===== config.mk =====
export PLATFORM = sky130hd
export DESIGN_NAME = output_port_arbiter
export DESIGN_NICKNAME = d
export VERILOG_FILES = /design/src/rtl/output_port_arbiter.sv
export SDC_FILE = /design/constraint.sdc
export NUM_CORES = 1
export LEC_CHECK = 0
export BUFFER_PORTS_ARGS = -buffer_cell sky130_fd_sc_hd__clkbuf_2
export CORE_AREA = 5 5 108 110
export DETAILED_ROUTE_END_ITERATION = 8
export DIE_AREA = 0 0 113 115
export PLACE_DENSITY_LB_ADDON = 0.12
export SYNTH_ARGS = -nofsm -noshare
export SYNTH_HDL_FRONTEND = slang
export SYNTH_SLANG_ARGS = --single-unit

===== constraint.sdc =====
create_clock -name clk -period 4.2 [get_ports clk]
set_input_delay 0.84 -clock clk [delete_from_list [all_inputs] [get_ports clk]]
set_output_delay 0.84 -clock clk [all_outputs]
set_load 0.02 [all_outputs]

===== src/rtl/output_port_arbiter.sv =====
// Round-robin arbiter for a single router output port.
// It collects one request line from each input port and grants exactly one of them.
// The grant is held until the winner drops its request.
// After that the port stays busy for one extra release cycle before it arbitrates again.
module output_port_arbiter #(
  parameter int N  = 16,
  parameter int SW = $clog2(N),
  parameter int CW = 16
) (
  input  logic          clk,
  input  logic          reset,
  input  logic [N-1:0]  request_in,
  output logic [N-1:0]  grant_out,
  output logic [SW-1:0] sel_out,
  output logic          busy_out,
  output logic [CW-1:0] grant_count_out
);

  typedef enum logic [1:0] {
    S_IDLE    = 2'd0,
    S_GRANT   = 2'd1,
    S_RELEASE = 2'd2
  } state_t;

  state_t        state_q, state_d;
  logic [SW-1:0] ptr_q, ptr_d;
  logic [N-1:0]  grant_q, grant_d;
  logic [SW-1:0] sel_q, sel_d;
  logic          busy_q, busy_d;
  logic [CW-1:0] cnt_q, cnt_d;

  // Requests are rotated so that bit 0 is the input the pointer currently favours.
  // The winner is then simply the lowest set bit of the rotated vector.
  logic [SW-1:0] rot_idx [N];
  logic [N-1:0]  req_rot;
  logic [SW-1:0] win_off;
  logic [SW-1:0] winner;
  logic [N-1:0]  win_onehot;
  logic          any_req;

  // The index arithmetic is SW bits wide, so it wraps modulo N for free (N is a power of two).
  for (genvar gi = 0; gi < N; gi++) begin : g_rotate
    assign rot_idx[gi] = ptr_q + SW'(gi);
    assign req_rot[gi] = request_in[rot_idx[gi]];
  end

  // Lowest set bit of the rotated request gives the winner's distance from the pointer.
  always_comb begin
    win_off = '0;
    for (int k = N - 1; k >= 0; k--) begin
      if (req_rot[k]) win_off = SW'(k);
    end
  end

  assign winner  = ptr_q + win_off;
  assign any_req = |request_in;

  for (genvar gi = 0; gi < N; gi++) begin : g_onehot
    assign win_onehot[gi] = (winner == SW'(gi));
  end

  // Next-state and registered-output logic for the IDLE/GRANT/RELEASE sequence.
  always_comb begin
    state_d = state_q;
    ptr_d   = ptr_q;
    grant_d = grant_q;
    sel_d   = sel_q;
    busy_d  = busy_q;
    cnt_d   = cnt_q;
    case (state_q)
      S_IDLE: begin
        grant_d = '0;
        busy_d  = 1'b0;
        if (any_req) begin
          state_d = S_GRANT;
          grant_d = win_onehot;
          sel_d   = winner;
          busy_d  = 1'b1;
          ptr_d   = winner + SW'(1);
          cnt_d   = cnt_q + CW'(1);
        end
      end
      S_GRANT: begin
        // No preemption: only the current owner's request line matters here.
        if (!request_in[sel_q]) begin
          state_d = S_RELEASE;
          grant_d = '0;
        end
      end
      S_RELEASE: begin
        // One dead cycle; requests are not looked at until IDLE.
        state_d = S_IDLE;
        grant_d = '0;
        busy_d  = 1'b0;
      end
      default: begin
        state_d = S_IDLE;
        ptr_d   = '0;
        grant_d = '0;
        sel_d   = '0;
        busy_d  = 1'b0;
        cnt_d   = '0;
      end
    endcase
  end

  // State and output registers; reset clears everything immediately, even mid-grant.
  always_ff @(posedge clk or posedge reset) begin
    if (reset) begin
      state_q <= S_IDLE;
      ptr_q   <= '0;
      grant_q <= '0;
      sel_q   <= '0;
      busy_q  <= 1'b0;
      cnt_q   <= '0;
    end else begin
      state_q <= state_d;
      ptr_q   <= ptr_d;
      grant_q <= grant_d;
      sel_q   <= sel_d;
      busy_q  <= busy_d;
      cnt_q   <= cnt_d;
    end
  end

  assign grant_out       = grant_q;
  assign sel_out         = sel_q;
  assign busy_out        = busy_q;
  assign grant_count_out = cnt_q;

endmodule


==> results of run 1 <==
what timing repair did:
| action | CTS | global route |
|---|---|---|
| setup buffers | 0 | 3 |
| endpoints found under the setup margin | 0 | 19 |
| resized for setup | 0 | 13 |
report_power, final:
group / internal, mW / switching, mW
clock network: 0.150 / 0.133
logic: 1.13 / 1.28
registers: 0.495 / 0.0637
total: 1.78 / 1.48
cell usage after synthesis, types with 2 or more instances:
cell,n
dfrtp_1,43
clkbuf_8,2
nand4_1,4
clkbuf_1,9
mux2_2,7
a21o_1,2
mux4_1,9
mux2i_1,10
o21ai_0,23
o22ai_1,3
xor2_1,14
ha_1,17
nand3_1,7
and3_1,4
inv_1,16
nand2b_1,2
a22o_1,3
nand2_1,33
o21bai_1,2
nand3b_1,8
a21boi_0,4
a21oi_1,7
and4_1,3
nor4_1,4
nor2_1,22
xnor2_1,10
mux4_2,25
buf_6,3
registers in the layout, indices dropped and copies added, names as in the netlist:
register and count:
sel_out 4, state_q 2, grant_count_out 16, busy_out 1, grant_out 16, ptr_q 4
metal layers:
layer | GRT usage | up-vias
met5 | 0 | -
met4 | 0.02083 | 0
met3 | 0.02526 | 4
met2 | 0.2283 | 48
met1 | 0.2066 | 1394
li1 | - | 1347
worst paths after layout:
path	depth (start not counted)	slack [ns]	to	start
max in group asynchronous	3	3.13	ptr_q[1]$_DFFE_PP0P_	reset
min in group asynchronous	3	0.65	grant_count_out[12]$_DFFE_PP0P_	reset
worst min register to register	2	0.48	grant_out[2]$_DFFE_PP0P_	grant_out[2]$_DFFE_PP0P_
worst max-delay path	15	0.18	ptr_q[3]$_DFFE_PP0P_	ptr_q[0]$_DFFE_PP0P_
worst min-delay path	2	0.48	grant_out[2]$_DFFE_PP0P_	grant_out[2]$_DFFE_PP0P_
worst max register to register	15	0.18	ptr_q[3]$_DFFE_PP0P_	ptr_q[0]$_DFFE_PP0P_
stage by stage:
| step | std cells | worst slack, ns | util |
|---|---|---|---|
| after CTS | 538 | 0.009132 | 0.4038 |
| after detailed placement | 530 | -0.1138 | 0.3944 |
| after global placement | 530 | -0.06907 | 0.3944 |
| after global routing | 541 | -0.01804 | 0.4131 |
| after floorplan | 314 | 0.007713 | - |
| final | 541 | 0.1815 | 0.4131 |
final cells by class:
cell class,instances,area share
clock buffer,8,0.02285
inverter,16,0.01371
multi-input combinational,240,0.5436
sequential,43,0.2459
tap,140,0.03999
timing repair buffer,94,0.1340
logic make-up after synthesis:
family / count (synthesis)
adder cells (fa/ha/maj): 18
flip-flops: 43
buffers and inverters: 31
multiplexers: 51
XOR/XNOR: 27
AND/OR/NAND/NOR: 93
AO/OA/AOI/OAI: 51
worst reg2reg max path: stages, from the launching register on:
cell      delay (ns)
dfrtp_1         0.36
inv_1           0.09
ha_4            0.32
mux4_2          0.53
mux4_2          0.53
o211a_1         0.24
o21bai_1        0.13
a21oi_1         0.08
o311a_1         0.33
ha_1            0.29
a21o_1          0.19
a21oi_4         0.18
xnor2_4         0.20
buf_4           0.17
xnor3_1         0.20
o21ai_1         0.12
==> results.md, run 1 <==
- Run status: finished, final reports clean
- Synth warnings: 0
- Antenna cells: 0
- Die span in y: approximately 120 um
- Post-synthesis mux area share: 0.2775
- Critical Path Source Type: flop
- Area of the mapped netlist: around 3500 sq um
- Syn Inst Count: around 310
- Worst path bufs/invs: 2
- Highest metal layer with signal wires: met4
- Post-synthesis xor/xnor area fraction: 0.07523
- Most frequent CP cell: mux4_2
- GRT Total Usage: 0.1422
- H-tree levels: 2
- Routed vias/inst: around 5.2
- Design Area, Final: 4380 sq um
- Area contributors post-synth: dfrtp_1, mux4_2, mux4_1, ha_1, nand2_1
- Post-Synth Adder-Cell Area: 0.06600
- Avg Inst Size Synth: 11.23 sq um
- Final min period: 4.018 ns
- Area grow syn2layout: 24.24%
- Peak VDD IR: around 240 uV
- CTS tree: done
- Critical Path RT: between 4 and 5 ns
- Fmax: ~250 MHz
- DR pass1 iterations: 5
- Syn nets: 350
- Register area: around 1100 sq um
- Worst hold path type: flop to flop
- Max cap viols: 0
- Slew headroom: 0.4075
- CP Max Fanout: 5
- First-pass GRT wire length: 14990 um
- Layout net count: 436
- # IOs: 55
- Post-synth ARST share: 1.000
- EDFF count, synth: 0
- WL/cell: 16.68 um
- Synth unique cells: 46
- Final Routed Wirelength: 9026 um
- Layout Skew: 0.002780 ns
- Post-detail-place hpwl: ~7100 um
- Post-DP Area: 4182 sq um
- Power Total: 3.255 mW
- Die Width: 113 um
- Initial antenna violation count: 0
- Setup-failing EPs final: 0
- Largest net degree at the start of global routing: 44
- Crit path DAT: 4.24 ns
- Cell taking the most area after synthesis: dfrtp_1
- Post-synthesis compound-gate area fraction: 0.09368
- Number of DRC markers in iteration 0: 126
- Slew Viols, Final: 0
- IO Port Bufs: 54
- Fillcell total: 1065
- Commonest non-fill, non-tap cell in the layout: clkbuf_2
- Vias in the first global route: between 2k and 3k
- Final setup TNS: 0 ns
- Post-Synth Simple-Gate Area: 0.1370
- Synth top area share: 0.3052
- M1 WL: roughly 4400 um
- DR DRC count: 0
- Register bit total from synthesis: 43
- Slowest CP cell: mux4_2
- Routed wl met3: 287 um
- GR Overflow Total: 0
- Main combinational cell family by area after synthesis: multiplexers
- Pwr dens: 743.2 nW/um^2
- Crit. End Element: flop
- CP cell instances: inv_1 > ha_4 > mux4_2 > mux4_2 > o211a_1 > o21bai_1 > a21oi_1 > o311a_1 > ha_1 > a21o_1 > a21oi_4 > xnor2_4 > buf_4 > xnor3_1 > o21ai_1
- Pleak: ~2.0 nW
- Root buffer cell: clkbuf_8
- ANT nets after route: 0
- Seq/Total Area, Yosys: 0.3052
- Vias: 2793
- CTS sink count: 43
- Worst Hold Slack: around 0.48 ns
- Hold_buf cts: 0
- Floorplan core area: 10600 sq um
- Final hold violations: 0
- Share of layout cells above drive strength 1: 0.3716
- Area of the multi-input gates: 2381 sq um
- Final Cycle Share: 0.9568
- Delay-heaviest family, CP: compound AO/OA/AOI/OAI gates
- Row count: 38
- Starting density of the core: 0.3325
- Max incr delay on CP: approximately 0.53 ns
- Die ar.: 13000 sq um
- Reg clk slew, reported paths: 0.08 ns
- CTS max path bufs: 2
- Top FF cell, synth: dfrtp_1
- Clock Latency Late Sink: 0.29 ns
- Tightest Pin Transition: 0.8854 ns
- Inserted Clock Buffers: 5
- Commonest cells after routing, fill and taps aside: clkbuf_2, dfrtp_1, buf_4
- Worst setup path class: flop to flop
- GPL Wtd Cong: 0.8038
- DR WL met2: 4303 um
No activity file was read; power rests on OpenSTA's default activity.
==> run 2: changes to the inputs <==
PLACE_DENSITY = 0.57   (was default)
PLACE_DENSITY_LB_ADDON = default   (was 0.12)
==> results.md, run 2 (same netlist as run 1, synthesis figures left out) <==
- R2R cell count: 16
- CTS tree: done
- Sw power: 1.432 mW
- Post-detail-place hpwl: around 6800 um
- R2R Path Start: ptr_q[0]$_DFFE_PP0P_
- Worst reg-to-reg setup slack: 0.17 ns
- Clock Latency Late Sink: 0.29 ns
- Dpl ws: -0.09180 ns
- Share of layout cells above drive strength 1: 0.3784
- Commonest non-fill, non-tap cell in the layout: clkbuf_2
- Highest metal layer with signal wires: met4
- Pwr dens: around 730 nW/um^2
- Sequential share of power: 0.187
- Final setup margin: 0.1723 ns
- Row count: 38
- Slowest CP cell: mux4_2
- Inserted Clock Buffers: 5
- WL/cell: 16.05 um
- CP cell instances: buf_4 > buf_12 > mux4_2 > mux4_2 > or2_4 > o21bai_1 > a21oi_1 > o311a_1 > ha_1 > a21o_1 > a21oi_2 > xnor2_2 > xor2_2 > buf_4 > buf_4 > o21ai_0
- Final Routed Wirelength: around 8700 um
- GRT Total Usage: 0.1371
- Area of the multi-input gates: roughly 2300 sq um
- GPL Wtd Cong: 0.8008
- Critical Path Source Type: flop
- Max incr delay on CP: a little under 0.6 ns
- Hold_buf cts: 0
- Largest net degree at the start of global routing: 29
- Most frequent CP cell: buf_4
- Worst Hold Slack: 0.4892 ns
- Commonest cells after routing, fill and taps aside: clkbuf_2, dfrtp_1, buf_4
- Register area: 1077 sq um
- Switching share of total power: 0.4577
- Starting density of the core: 0.3325
- Tightest Pin Transition: about 1.1 ns
- Final setup TNS: 0 ns
- Vias: 2811
- Inst Count DP: 527
- Fillcell total: 1005
- Run status: finished, final reports clean
- Routed wl met3: 276 um
- Final min period: ~4.0 ns
- DR DRC count: 0
- Die span in y: 115 um
- Min-delay src: grant_out[0]$_DFFE_PP0P_
- Fmax: 248.3 MHz
- Die Width: between 100 and 150 um
- Routed vias/inst: ~5.2
- Floorplan core area: 10600 sq um
- Worst hold path type: flop to flop
- CP Max Fanout: 21
- Critical Path RT: approximately 4.4 ns
- # IOs: 55
- Slew Viols, Final: 0
- Die ar.: 13000 sq um
- DR WL met2: roughly 4300 um
- Max cap viols: 0
- Reg clk slew, reported paths: 0.08 ns
- Antenna cells: 0
- IO Port Bufs: between 50 and 60
- Worst setup path class: flop to flop
- Crit path DAT: 4.24 ns
- Root buffer cell: clkbuf_8
- Pleak: around 2.0 nW
- M1 WL: 3965 um
- Layout Skew: 0.004133 ns
- H-tree levels: 2
- CTS max path bufs: 2
- Crit. End Element: flop
- Hold EP: grant_out[0]$_DFFE_PP0P_
- GR Overflow Total: 0
- P_int: about 1.7 mW
- Reg-to-reg critical path endpoint: sel_out[3]$_DFFE_PP0P_
- Area grow syn2layout: 22.18%
- Setup-failing EPs final: 0
- First-pass GRT wire length: 14610 um
- Vias in the first global route: about 2.8k
- Final Cycle Share: 0.9590
- DR pass1 iterations: 4
- ANT nets after route: 0
- Peak VDD IR: 236.4 uV
- Final cell count without fillers: 539
- Layout net count: 434
- Clock group share of total power: 0.083
- Number of DRC markers in iteration 0: ~140
- Final hold violations: 0
- Slew headroom: 0.2890
- CTS sink count: 43
- Hold path depth: 2
- Initial antenna violation count: 0
- Combinational power share: 0.730
==> run 2: cell types whose count changed in the layout (fill, tap and decap cells not counted), sizes merged <==
cell and delta:
clkbuf -2, buf -2, clkinvlp +1, inv +1
==> run 2: final cells by class <==
type,count,share of cell area
flip-flops and latches,43,0.2501
inverters,16,0.01394
clock buffers,6,0.01685
clock inverters,2,0.002904
well taps,140,0.04066
repair buffers,92,0.1319
multi-input cells,240,0.5437
==> run 2: metrics by stage <==
stage	utilization	power (mW)	area [sq um]
after global routing	0.4063	3.390	4308
final	0.4063	3.129	4308
after detailed placement	0.3923	2.793	4159
after CTS	0.4003	3.061	4244
after floorplan	-	2.214	3550
after global placement	0.3923	2.764	4159
==> run 2: power groups by stage <==
stage | logic [mW] | clock network, mW | registers, mW
floorplan | 1.59 | 0 | 0.627
global placement | 2.17 | 0 | 0.592
detailed placement | 2.20 | 0 | 0.594
CTS | 2.20 | 0.270 | 0.586
global route | 2.50 | 0.288 | 0.600
finish | 2.28 | 0.259 | 0.585
==> run 2: worst max-delay path, delay by kind of cell (launching register included) <==
family | cells | cell delay, ns
fa+ha+maj | 1 | 0.28
flops | 1 | 0.37
buf+inv | 4 | 0.58
simple gates | 1 | 0.27
xor+xnor | 2 | 0.35
compound gates | 6 | 1.01
mux | 2 | 1.09
==> run 2: per-layer routing <==
metal  up-vias  global-route usage
li1       1334                   -
met1      1411              0.1902
met2        57              0.2279
met3         9             0.02211
met4         0             0.02965
met5         -                   0
==> run 2: repair_timing <==
item,4_1_cts,5_1_grt
resized for setup,0,11
buffers inserted,0,4
setup endpoints to repair,0,18
==> run 2: worst max path at each step <==
stage / from / end / slack [ns]
floorplan: ptr_q[1]$_DFFE_PP0P_ / grant_out[10]$_DFFE_PP0P_ / 0.008
global route: ptr_q[0]$_DFFE_PP0P_ / sel_out[3]$_DFFE_PP0P_ / -0.007
finish: ptr_q[0]$_DFFE_PP0P_ / sel_out[3]$_DFFE_PP0P_ / 0.17
CTS: ptr_q[1]$_DFFE_PP0P_ / grant_out[15]$_DFFE_PP0P_ / 0.02
detailed placement: request_in[10] / grant_out[9]$_DFFE_PP0P_ / -0.09
global placement: request_in[13] / grant_out[13]$_DFFE_PP0P_ / -0.07
==> run 3: changes to the inputs <==
MAX_ROUTING_LAYER = met4   (was default)
PLACE_DENSITY = default   (was 0.57)
==> results.md, run 3 (same netlist as run 1, synthesis figures left out) <==
- Run status: finished, final reports clean
- Die ar.: 13000 sq um
- Commonest cells after routing, fill and taps aside: clkbuf_2, dfrtp_1, buf_4
- Critical Path RT: 4.42 ns
- Utilization after layout: 0.4037
- Antenna cells: 0
- Pwr dens: 723.6 nW/um^2
- CTS tree: done
- Reg-to-reg critical path endpoint: ptr_q[3]$_DFFE_PP0P_
- Die span in y: 115 um
- Final Routed Wirelength: ~8700 um
- Largest net degree at the start of global routing: 44
- CTS sink count: 43
- Final cell count without fillers: 537
- CP Max Fanout: 5
- Root buffer cell: clkbuf_8
- Hold path depth: 2
- Fillcell total: 1045
- Row count: 38
- Worst reg-to-reg setup slack: 0.18 ns
- DR pass1 iterations: 4
- IO Port Bufs: 54
- Final Cycle Share: 0.9576
- GR Overflow Total: 0
- R2R cell count: 13
- Setup-failing EPs final: 0
- Final min period: 4.022 ns
- Final hold violations: 0
- H-tree levels: 2
- Die Width: between 100 and 150 um
- Peak VDD IR: 262.8 uV
- Starting density of the core: 0.3325
- Vias: 2806
- Initial antenna violation count: 0
- RSZ-0062 raised after global routing: true
- Crit path DAT: around 4.2 ns
- Worst hold path type: flop to flop
- ANT nets after route: 0
- First-pass GRT wire length: 14370 um
- Area grow syn2layout: 21.40%
- Layout net count: 432
- DR DRC count: 0
- Layout Skew: 0.01118 ns
- Worst setup path class: flop to flop
- Max cap viols: 0
- Post-detail-place hpwl: 6844 um
- Share of layout cells above drive strength 1: 0.3652
- Critical Path Source Type: flop
- Fmax: 248.6 MHz
- Slew Viols, Final: 0
- Final setup TNS: 0 ns
- Inst Count DP: 528
- GRT Total Usage: 0.1380
- Tightest Pin Transition: ~0.85 ns
- Vias in the first global route: 2915
- # IOs: 55
- Inserted Clock Buffers: 5
- Number of DRC markers in iteration 0: 145
- Routed vias/inst: 5.225
- Commonest non-fill, non-tap cell in the layout: clkbuf_2
- Floorplan core area: 10600 sq um
- Slew headroom: 0.4344
- WL/cell: roughly 16 um
- R2R Path Start: ptr_q[0]$_DFFE_PP0P_
- Power Total: between 3 and 4 mW
- Clock Latency Late Sink: ~0.29 ns
- Hold_buf cts: 0
- Min-delay src: grant_out[14]$_DFFE_PP0P_
- Pleak: 1.960 nW
- GPL Wtd Cong: 0.8383
- Hold EP: grant_out[14]$_DFFE_PP0P_
- Reg clk slew, reported paths: 0.09 ns
- Crit. End Element: flop
- CTS max path bufs: 2
## run 3: worst max path at each step
stage | start | slack [ns] | to
2_1_floorplan | ptr_q[1]$_DFFE_PP0P_ | 0.008 | grant_out[10]$_DFFE_PP0P_
3_3_place_gp | request_in[4] | 0.007 | grant_out[13]$_DFFE_PP0P_
3_5_place_dp | request_in[11] | -0.04 | grant_out[3]$_DFFE_PP0P_
4_1_cts | ptr_q[0]$_DFFE_PP0P_ | 0.12 | grant_out[9]$_DFFE_PP0P_
5_1_grt | ptr_q[0]$_DFFE_PP0P_ | -0.007 | grant_out[7]$_DFFE_PP0P_
6_report | ptr_q[0]$_DFFE_PP0P_ | 0.18 | ptr_q[3]$_DFFE_PP0P_
## run 3: layout make-up
class	instances	area, sq um	area share
multi-input cells	240	2330	0.5443
repair buffers	90	544.3	0.1272
clock inverters	3	25.02	0.005846
well taps	140	175.2	0.04092
flip-flops and latches	43	1077	0.2517
clock buffers	5	68.82	0.01608
inverters	16	60.06	0.01403
## run 3: what timing repair did
item                       4_1_cts  5_1_grt
resized for setup                0        8
setup endpoints to repair        0       18
setup buffers                    0        1
## run 3: metal layers
layer	routed length (um)	up-vias	global-route usage
met5	0	-	-
met4	48	0	0.01923
met3	307	4	0.01895
met2	4365	66	0.2346
met1	3962	1403	0.1812
li1	-	1333	-
## run 3: stage by stage
stage               worst slack [ns]  hold slack [ns]  cell area (sq um)
finish                        0.1779           0.4954               4280
global route               -0.007295           0.5158               4280
CTS                           0.1206           0.4997               4248
floorplan                   0.007713           0.4809               3550
global placement            0.007202           0.4684               4154
detailed placement          -0.04092           0.4783               4154
## run 3: critical path: stages, from the launching register on
cell	delay, ns
dfrtp_1	0.37
inv_1	0.09
ha_4	0.31
mux4_2	0.54
mux4_2	0.53
o211a_1	0.25
o21bai_1	0.13
a21oi_1	0.09
o311a_1	0.33
fa_1	0.45
xor2_2	0.27
nand3_1	0.12
xnor3_1	0.36
o21ai_1	0.13
## run 3: power breakdown
group	internal, mW	switching, mW
clock	0.119	0.147
combinational	1.08	1.17
sequential	0.494	0.0903
total	1.69	1.41
